===== src/rtl/arch_state_pkg.sv =====
// rtl/arch_state_pkg.sv - shared encodings for the architectural state unit
package arch_state_pkg;

  typedef enum logic [1:0] {
    PC_HOLD = 2'b00,
    PC_SEQ  = 2'b01,
    PC_LOAD = 2'b10,
    PC_RET  = 2'b11
  } pc_sel_e;

  typedef enum logic [1:0] {
    EXC_NONE     = 2'b00,
    EXC_EXT      = 2'b01,
    EXC_MISALIGN = 2'b10,
    EXC_TIMEOUT  = 2'b11
  } exc_cause_e;

  typedef enum logic [0:0] {
    FS_IDLE = 1'b0,
    FS_REQ  = 1'b1
  } fetch_state_e;

endpackage


===== src/rtl/en_reg.sv =====
// rtl/en_reg.sv - enable register with synchronous active-low reset
module en_reg #(
  parameter int unsigned W       = 32,
  parameter logic [W-1:0] RST_VAL = '0
) (
  input  logic         clk_i,
  input  logic         rst_ni,
  input  logic         en_i,
  input  logic [W-1:0] d_i,
  output logic [W-1:0] q_o
);

  always_ff @(posedge clk_i) begin
    if (!rst_ni) begin
      q_o <= RST_VAL;
    end else if (en_i) begin
      q_o <= d_i;
    end
  end

endmodule


===== src/rtl/arch_state_unit.sv =====
// rtl/arch_state_unit.sv - PC/IR/SR/EPC/ESR state with exception entry/return
// and a req/ack instruction fetch guarded by a watchdog.
module arch_state_unit
  import arch_state_pkg::*;
#(
  parameter int unsigned     XLEN       = 32,
  parameter logic [XLEN-1:0] RESET_VEC  = 32'h0040_0000,
  parameter logic [XLEN-1:0] EXC_VEC    = 32'h8000_0180,
  parameter int unsigned     ILEN_BYTES = 4,
  parameter int unsigned     SR_W       = 4,
  parameter int unsigned     TIMEOUT    = 15
) (
  input  logic            clock_i,
  input  logic            rst_i,
  input  logic [1:0]      pc_sel_i,
  input  logic            pc_we_i,
  input  logic [XLEN-1:0] pc_in_i,
  input  logic            exc_req_i,
  input  logic [SR_W-1:0] sr_in_i,
  input  logic [SR_W-1:0] sr_mask_i,
  input  logic            fetch_start_i,
  input  logic            imem_ack_i,
  input  logic [XLEN-1:0] imem_rdata_i,
  output logic            imem_req_o,
  output logic [XLEN-1:0] imem_addr_o,
  output logic [XLEN-1:0] pc_out_o,
  output logic [XLEN-1:0] ir_out_o,
  output logic            ir_valid_o,
  output logic            fetch_busy_o,
  output logic [SR_W-1:0] sr_out_o,
  output logic [XLEN-1:0] epc_out_o,
  output logic            exc_taken_o,
  output logic [1:0]      exc_cause_o
);

  localparam int CW = $clog2(TIMEOUT + 1);

  pc_sel_e         sel;
  fetch_state_e    state_q, state_d;
  exc_cause_e      cause_q, cause_d;
  logic [CW-1:0]   cnt_q, cnt_d;
  logic [XLEN-1:0] pc_q, pc_d, ir_q, epc_q, addr_q;
  logic [SR_W-1:0] sr_q, sr_d, esr_q;
  logic            ir_valid_q, taken_q;
  logic            in_req, timeout, misaligned, exc, ret, pc_en, fetch_done, fetch_go;

  assign sel = pc_sel_e'(pc_sel_i);

  always_comb begin
    in_req     = (state_q == FS_REQ);
    timeout    = in_req && !imem_ack_i && (cnt_q == CW'(TIMEOUT));
    misaligned = pc_we_i && (sel == PC_LOAD) && ((pc_in_i & XLEN'(ILEN_BYTES - 1)) != '0);
    exc        = timeout || exc_req_i || misaligned;
    ret        = !exc && pc_we_i && (sel == PC_RET);
    pc_en      = exc || (pc_we_i && (sel != PC_HOLD));
    fetch_done = in_req && imem_ack_i && !exc;
    fetch_go   = !in_req && fetch_start_i && !exc;

    if (timeout)        cause_d = EXC_TIMEOUT;
    else if (exc_req_i) cause_d = EXC_EXT;
    else                cause_d = EXC_MISALIGN;

    pc_d = pc_q;
    if (exc) begin
      pc_d = EXC_VEC;
    end else begin
      case (sel)
        PC_SEQ:  pc_d = pc_q + XLEN'(ILEN_BYTES);
        PC_LOAD: pc_d = pc_in_i;
        PC_RET:  pc_d = epc_q;
        default: pc_d = pc_q;
      endcase
    end

    if (exc)      sr_d = '0;
    else if (ret) sr_d = esr_q;
    else          sr_d = (sr_q & ~sr_mask_i) | (sr_in_i & sr_mask_i);

    // Counter holds the number of REQ cycles elapsed, including the current one.
    state_d = state_q;
    cnt_d   = cnt_q;
    if (exc || fetch_done) begin
      state_d = FS_IDLE;
      cnt_d   = '0;
    end else if (in_req) begin
      cnt_d = cnt_q + CW'(1);
    end else if (fetch_go) begin
      state_d = FS_REQ;
      cnt_d   = CW'(1);
    end
  end

  en_reg #(.W(XLEN), .RST_VAL(RESET_VEC)) u_pc (
    .clk_i(clock_i), .rst_ni(rst_i), .en_i(pc_en), .d_i(pc_d), .q_o(pc_q));
  en_reg #(.W(XLEN), .RST_VAL('0)) u_ir (
    .clk_i(clock_i), .rst_ni(rst_i), .en_i(fetch_done), .d_i(imem_rdata_i), .q_o(ir_q));
  en_reg #(.W(XLEN), .RST_VAL('0)) u_epc (
    .clk_i(clock_i), .rst_ni(rst_i), .en_i(exc), .d_i(pc_q), .q_o(epc_q));
  en_reg #(.W(SR_W), .RST_VAL('0)) u_esr (
    .clk_i(clock_i), .rst_ni(rst_i), .en_i(exc), .d_i(sr_q), .q_o(esr_q));

  always_ff @(posedge clock_i) begin
    if (!rst_i) begin
      sr_q       <= '0;
      ir_valid_q <= 1'b0;
      cause_q    <= EXC_NONE;
      taken_q    <= 1'b0;
      state_q    <= FS_IDLE;
      cnt_q      <= '0;
      addr_q     <= '0;
    end else begin
      sr_q    <= sr_d;
      taken_q <= exc;
      state_q <= state_d;
      cnt_q   <= cnt_d;
      if (exc)      cause_q <= cause_d;
      if (fetch_go) addr_q  <= pc_q;
      // A fetch only validates IR if its address still matches the PC.
      if (pc_en)           ir_valid_q <= 1'b0;
      else if (fetch_done) ir_valid_q <= (addr_q == pc_q);
    end
  end

  assign imem_req_o   = (state_q == FS_REQ);
  assign fetch_busy_o = (state_q != FS_IDLE);
  assign imem_addr_o  = addr_q;
  assign pc_out_o     = pc_q;
  assign ir_out_o     = ir_q;
  assign ir_valid_o   = ir_valid_q;
  assign sr_out_o     = sr_q;
  assign epc_out_o    = epc_q;
  assign exc_taken_o  = taken_q;
  assign exc_cause_o  = cause_q;

endmodule

===== config.mk =====
export PLATFORM = sky130hd
export DESIGN_NAME = arch_state_unit
export DESIGN_NICKNAME = d
export VERILOG_FILES = /design/src/rtl/arch_state_pkg.sv /design/src/rtl/en_reg.sv /design/src/rtl/arch_state_unit.sv
export SDC_FILE = /design/constraint.sdc
export NUM_CORES = 1
export LEC_CHECK = 0
export ABC_AREA = 1
export CAP_MARGIN = 20
export CORE_MARGIN = 2
export CORE_UTILIZATION = 40
export DETAILED_ROUTE_END_ITERATION = 10
export PLACE_DENSITY = 0.69
export SLEW_MARGIN = 20
export SYNTH_ARGS = -nofsm -noshare
export SYNTH_HDL_FRONTEND = slang
export SYNTH_SLANG_ARGS = --single-unit

===== constraint.sdc =====
create_clock -name clock_i -period 1.5 [get_ports clock_i]
set_input_delay 0.45 -clock clock_i [delete_from_list [all_inputs] [get_ports clock_i]]
set_output_delay 0.45 -clock clock_i [all_outputs]
set_load 0.03 [all_outputs]

# After elaboration in Yosys (flattened, before gate mapping)
# Index checks and enable logic that the tools add are counted.
dict set report op_classes {
  addsub 2
  n_eq_ne 5
  mux 9
  bitwise_logic 5
  n_reduce_logical 26
}
# op count
set op_table {}
lappend op_table {{32-bit one-hot mux with 3 select lines} 1}
lappend op_table {{32-bit by 3-bit adder with 32-bit output, second input constant} 1}
lappend op_table {{32-bit == test} 1}
lappend op_table {{32-bit two-way mux} 1}
lappend op_table {{32-bit nonzero test} 1}
lappend op_table {{4-bit two-way mux} 3}
lappend op_table {{1-bit logical AND} 11}
lappend op_table {{4-bit bitwise AND} 2}
lappend op_table {{2-bit OR reduction} 3}
lappend op_table {{4-bit by 1-bit adder with 4-bit output, second input constant} 1}
lappend op_table {{2-bit == test, second input constant} 2}
lappend op_table {{4-bit == test, second input constant} 1}
lappend op_table {{1-bit logical OR} 4}
lappend op_table {{2-bit two-way mux} 2}
lappend op_table {{4-bit NOT} 1}
lappend op_table {{4-bit bitwise OR} 1}
lappend op_table {{2-bit nonzero test} 2}
lappend op_table {{4-bit nonzero test} 1}
lappend op_table {{1-bit zero test} 3}
lappend op_table {{2-bit by 1-bit == test with 1-bit output, second input constant} 1}
lappend op_table {{1-bit two-way mux} 2}
lappend op_table {{2-bit AND reduction} 1}
lappend op_table {{1-bit NOT} 1}
dict set report word_totals {
  register_bits 145
  input_bits 80
  output_inout_bits 138
  wordCells 58
}

# Logic depth before layout (Yosys ltp)
dict set report logic_depth {
  depth_word 9
  ltp_mapped 12
  depth_no_buf 12
}

# Hierarchy
# A second synthesis with hierarchy kept.
dict set report unflattened {
  cells_unflattened 1361
  hier_area_um2 8311.7
}
# module n_inst cells_each area_per_inst_um2 seq_area_each_um2
set modules_own_cells {}
lappend modules_own_cells {arch_state_unit 1 731 4142.7 900.9}
lappend modules_own_cells {{en_reg at u_epc ...} 2 202 1335.0 640.6}
lappend modules_own_cells {{en_reg at u_pc} 1 201 1332.5 640.6}
lappend modules_own_cells {{en_reg at u_esr} 1 25 166.4 80.1}

# Least setup slack after synthesis
# OpenSTA, ideal clock, no wires.
dict set report synth_timing {
  path_kind {register to register}
  from {register u_pc.q_o[3]}
  to {register u_pc.q_o[20]}
  setup_ns 0.113
  t_arrival_ns 1.668
  required_time_ns 1.387
  slack_ns -0.281
  stages_incl_launch_ff 13
  path_buffers 0
  synth_period_minus_slack_ns 1.781
  cell_sequence {dfxtp_1 > ha_1 > nand2_1 > nor2_1 > nand2_1 > nor2_2 > nand2_2 > inv_2 > nand2_1 > nand2_1 > nand3_1 > nand2_1 > nand2_1}
}
dict set report synth_via {
  elab_chain_cells 3
}
# item line_no
set synth_lines {}
lappend synth_lines {{start: declaration} en_reg.sv:10} ;# output logic [W-1:0] q_o
lappend synth_lines {{start signal: assignment} en_reg.sv:17} ;# q_o <= d_i;
lappend synth_lines {{32-bit by 3-bit adder with 32-bit output} arch_state_unit.sv:68} ;# PC_SEQ: pc_d = pc_q + XLEN'(ILEN_BYTES);
lappend synth_lines {{32-bit one-hot mux with 3 select lines} arch_state_unit.sv:67} ;# case (sel)
lappend synth_lines {{32-bit two-way mux} arch_state_unit.sv:64} ;# if (exc) begin
# No other way between the ends.
# A chain may end at the register's enable or synchronous reset.

# Worst setup path after layout
dict set report layout_timing {
  from {register cnt_q[0]}
  to {register u_epc.q_o[24]}
}
dict set report layout_via {
  elab_chain_cells 4
}
# item line_no
set layout_lines {}
lappend layout_lines {{start: declaration} arch_state_unit.sv:41} ;# logic [CW-1:0] cnt_q, cnt_d;
lappend layout_lines {{start signal: assignment} arch_state_unit.sv:115} ;# cnt_q <= cnt_d;
lappend layout_lines {{4-bit == test} arch_state_unit.sv:51} ;# timeout = in_req && !imem_ack_i && (cnt_q == CW'(TIMEOUT));
lappend layout_lines {{1-bit logical AND} arch_state_unit.sv:51}
lappend layout_lines {{1-bit logical OR (2 in a row)} arch_state_unit.sv:53} ;# exc = timeout || exc_req_i || misaligned;
lappend layout_lines {{end signal: assignment} en_reg.sv:17}
lappend layout_lines {{end: declaration} en_reg.sv:10}
# No other way between the ends.

==> results.py <==
metrics = {
    "power": {
        "ir_drop_mv": 0.820,
        "power_frac_seq_pct": 39.8,
        "powerDensity_nw_per_um2": 892,
        "p_leak_uw": 0.00509,
        "p_sw_uw": 2880,
        "p_comb_share_pct": 19.1,
        "p_sw_share_pct": 27.7,
        "p_int_uw": 7500,
        "clkPwrFrac_pct": 41.1,
    },
    "layout": {
        "nNetsFinal": 1421,
        "drive_above_1_share_pct": 33.7,
        "multi_input_area_um2": 3700,
        "final_common_cell": "nand2_1",
        "layout_common_cells": "228 x nand2_1, 140 x buf_4, 121 x nor2_1",
        "area_delta_synth_final_pct": 68.1,
        "seq_area_um2": 2990,
        "antenna_cells": 0,
        "fillers": 1382,
    },
    "critical_path": {
        "r2r_end": "u_epc.q_o[24]",
        "worstPathCellList": "ha_4, nand2_4, nor3_4, nor2_4, nand2_4, buf_12, nor2_8, buf_8, nand2_1, o21ai_1",
        "rrSetupSlack_ns": -0.17,
        "cp_slowest_cell": "dfxtp_4",
        "cp.arrival_ns": 2.02,
        "cp.required_ns": 1.85,
        "cp_max_fo": 11,
        "start_kind": "flop",
        "crit_buf_inv": 2,
        "critPathKind": "flop to flop",
        "crit_top_cell": "nand2_4",
        "cp_slowest_stage_delay_ns": 0.36,
        "critPathTopFamily": "simple AND/OR/NAND/NOR gates",
        "r2r-start": "cnt_q[0]",
        "worstSetupEndpointType": "flop",
        "r2r_cells": 10,
    },
    "synthesis": {
        "syn_inst": 1006,
        "ys.flop_type": "dfxtp_1",
        "ys_seq_area_share_pct": 41.9,
        "synth_top_area_share_pct": 41.9,
        "synth_seq_cells": 145,
        "ys_warn_count": 0,
        "synthTopCellsByArea": "dfxtp_1 42%, nand2_1 13%, nor2_1 7.9%",
        "synth_area_um2": 6930,
        "synth.distinct_cells": 42,
        "postSynthAreaPerCell_um2": 6.88,
        "synth_fp_nets": 1088,
        "synth_largest_area_cell": "dfxtp_1",
        "synth_edf_count": 0,
        "async_reset_ff_share_pct": 0,
    },
    "place": {
        "port_buffers": 217,
        "dp_slack_ns": -0.626,
        "hpwl_um": 18000,
        "gp_congestion": 0.954,
    },
    "worst_hold_path": {
        "whs_endpoint": "u_esr.q_o[0]",
        "min-delay-start": "u_esr.q_o[0]",
        "hold_class": "flop to flop",
        "hold_depth": 2,
    },
    "drt": {
        "viasPerCell": 5.10,
        "drtIter0Drc": 550,
        "drcViolationCount": 0,
        "vias": 8028,
        "routed_wl_um": 25700,
        "firstDrtPassIters": 8,
        "wl_per_cell_um": 16.3,
        "ant_nets": 0,
    },
    "cts": {
        "clock-sinks": 145,
        "clk_pin_slew_worst_paths_ns": 0.06,
        "cts_hold_buf": 0,
        "clockBufferDepth": 2,
        "root_buffer": "clkbuf_16",
        "cts_max_level": 4,
        "clkLatencyLatePin_ns": 0.43,
        "cts_tree": "done",
        "numCtsBuffers": 17,
    },
    "global_routing": {
        "grt_use_total_pct": 27.4,
        "grt_pass1_vias": 7549,
        "antenna_found_initial": 0,
        "grt_start_max_net_pins": 56,
        "grt-busiest-layer": "met2",
        "gr-total-overflow": 0,
        "gr-usage-met2_pct": 45.1,
        "grt_pass1_wl_um": 39100,
        "grt_use_met3_pct": 7.52,
        "grt_use_met1_pct": 34.5,
    },
    "timing": {
        "slew_headroom_pct": 74.6,
        "timing.fmax_mhz": 600,
        "worst_pin_slew_ns": 0.379,
        "finalMaxSlewViolations": 0,
        "hold_slack_ns": 0.454,
        "finalHoldViolations": 0,
        "setup_violations": 140,
        "setup_slack_ns": -0.167,
        "rsz0062_at_grt": "true",
        "fin_crit_ns": 1.67,
        "fin_crit_sh_pct": 111,
        "finClkSkew_ns": 0.0137,
    },
    "floorplanning": {
        "ios": 218,
        "die_h_um": 136,
        "rows": 48,
        "initial_core_util_pct": 40.5,
        "die_area_um2": 18400,
        "coreArea_um2": 17100,
        "die_w_um": 136,
    },
    "status": {
        "status": "finished, violations left",
        "violations": "setup timing",
    },
    "job": {
        "drv_cap": 0,
    },
}
-- synthesized netlist by cell type (13+ instances only) --
cell / n
a21oi_1: 61
buf_2: 17
clkbuf_1: 17
dfxtp_1: 145
inv_1: 106
nand2_1: 248
nand3_1: 40
nor2_1: 145
o21ai_0: 94
o21ai_1: 13
o22ai_1: 28
xnor2_1: 15
-- worst max path at each step --
| stage | startpoint | endpoint | slack, ns | cells after the start |
|---|---|---|---|---|
| floorplan | u_pc.q_o[2] | u_pc.q_o[20] | -0.03 | 12 |
| global route | cnt_q[0] | u_pc.q_o[13] | -0.23 | 10 |
| CTS | cnt_q[0] | u_pc.q_o[4] | -0.14 | 10 |
| detailed placement | imem_ack_i | u_ir.q_o[25] | -0.63 | 9 |
| global placement | pc_sel_i[1] | ir_valid_o | -0.64 | 10 |
| finish | cnt_q[0] | u_epc.q_o[24] | -0.17 | 10 |
-- area by class of cell --
type	count	area share [%]
Clock buffer	21	4.13
Timing Repair Buffer	357	31.2
Sequential cell	145	25.7
Clock inverter	9	0.924
Multi-Input combinational cell	704	31.8
Tap cell	225	2.42
Inverter	114	3.90
-- state kept, by name (all words and copies together), names as in the netlist, 2 cells and up, named ones only --
signal       count
u_ir.q_o        32
u_epc.q_o       32
u_esr.q_o        4
cnt_q            4
u_pc.q_o        32
imem_addr_o     32
exc_cause_o      2
-- routing by layer --
| metal | vias up | wire [µm] |
|---|---|---|
| met4 | 0 | 588 |
| met3 | 45 | 2330 |
| met1 | 3712 | 10600 |
| li1 | 3909 | - |
| met5 | - | 0 |
| met2 | 362 | 12200 |
-- power by group through the flow --
stage / registers (µW) / clock network, µW / logic [µW]
floorplan: 4450 / 0 / 624
global placement: 4220 / 0 / 1760
detailed placement: 4220 / 0 / 1770
CTS: 4130 / 4320 / 1870
global route: 4140 / 4470 / 2130
finish: 4130 / 4270 / 1990
-- worst register-to-register path: cells and delay by family, from the launching register on --
family          cells  cell delay [ns]
compound gates      1             0.09
fa+ha+maj           1             0.17
simple gates        6             0.63
flops               1             0.36
buf+inv             2             0.35
-- cells by family after synthesis --
logic type,count (synthesis),synth area share (%)
and+or+nand+nor,465,27.9
AOI/OAI and AO/OA,214,17.4
buffers and inverters,158,9.65
DFF,145,41.9
xor gates and xnor gates,20,2.53
muxes,2,0.289
adders and majority gates,2,0.361
-- what timing repair did --
action,CTS,global route
pin swaps,13,11
gates resized for setup,295,101
cloned,4,2
endpoints found under the setup margin,202,173
setup buffers,12,14
-- metrics by stage --
stage | setup TNS, ns | instance area [µm²] | utilization, % | instances | total power [µW]
after CTS | -8.96 | 11300 | 65.8 | 1563 | 10300
after detailed placement | -76.95 | 10300 | 59.9 | 1518 | 5990
final | -13.21 | 11600 | 68.0 | 1575 | 10400
after global placement | -71.41 | 10300 | 59.9 | 1518 | 5980
after floorplan | -0.262 | 7010 | - | 1006 | 5080
after global routing | -23.84 | 11600 | 68.0 | 1575 | 10700
No activity file was read; power rests on OpenSTA's default activity.
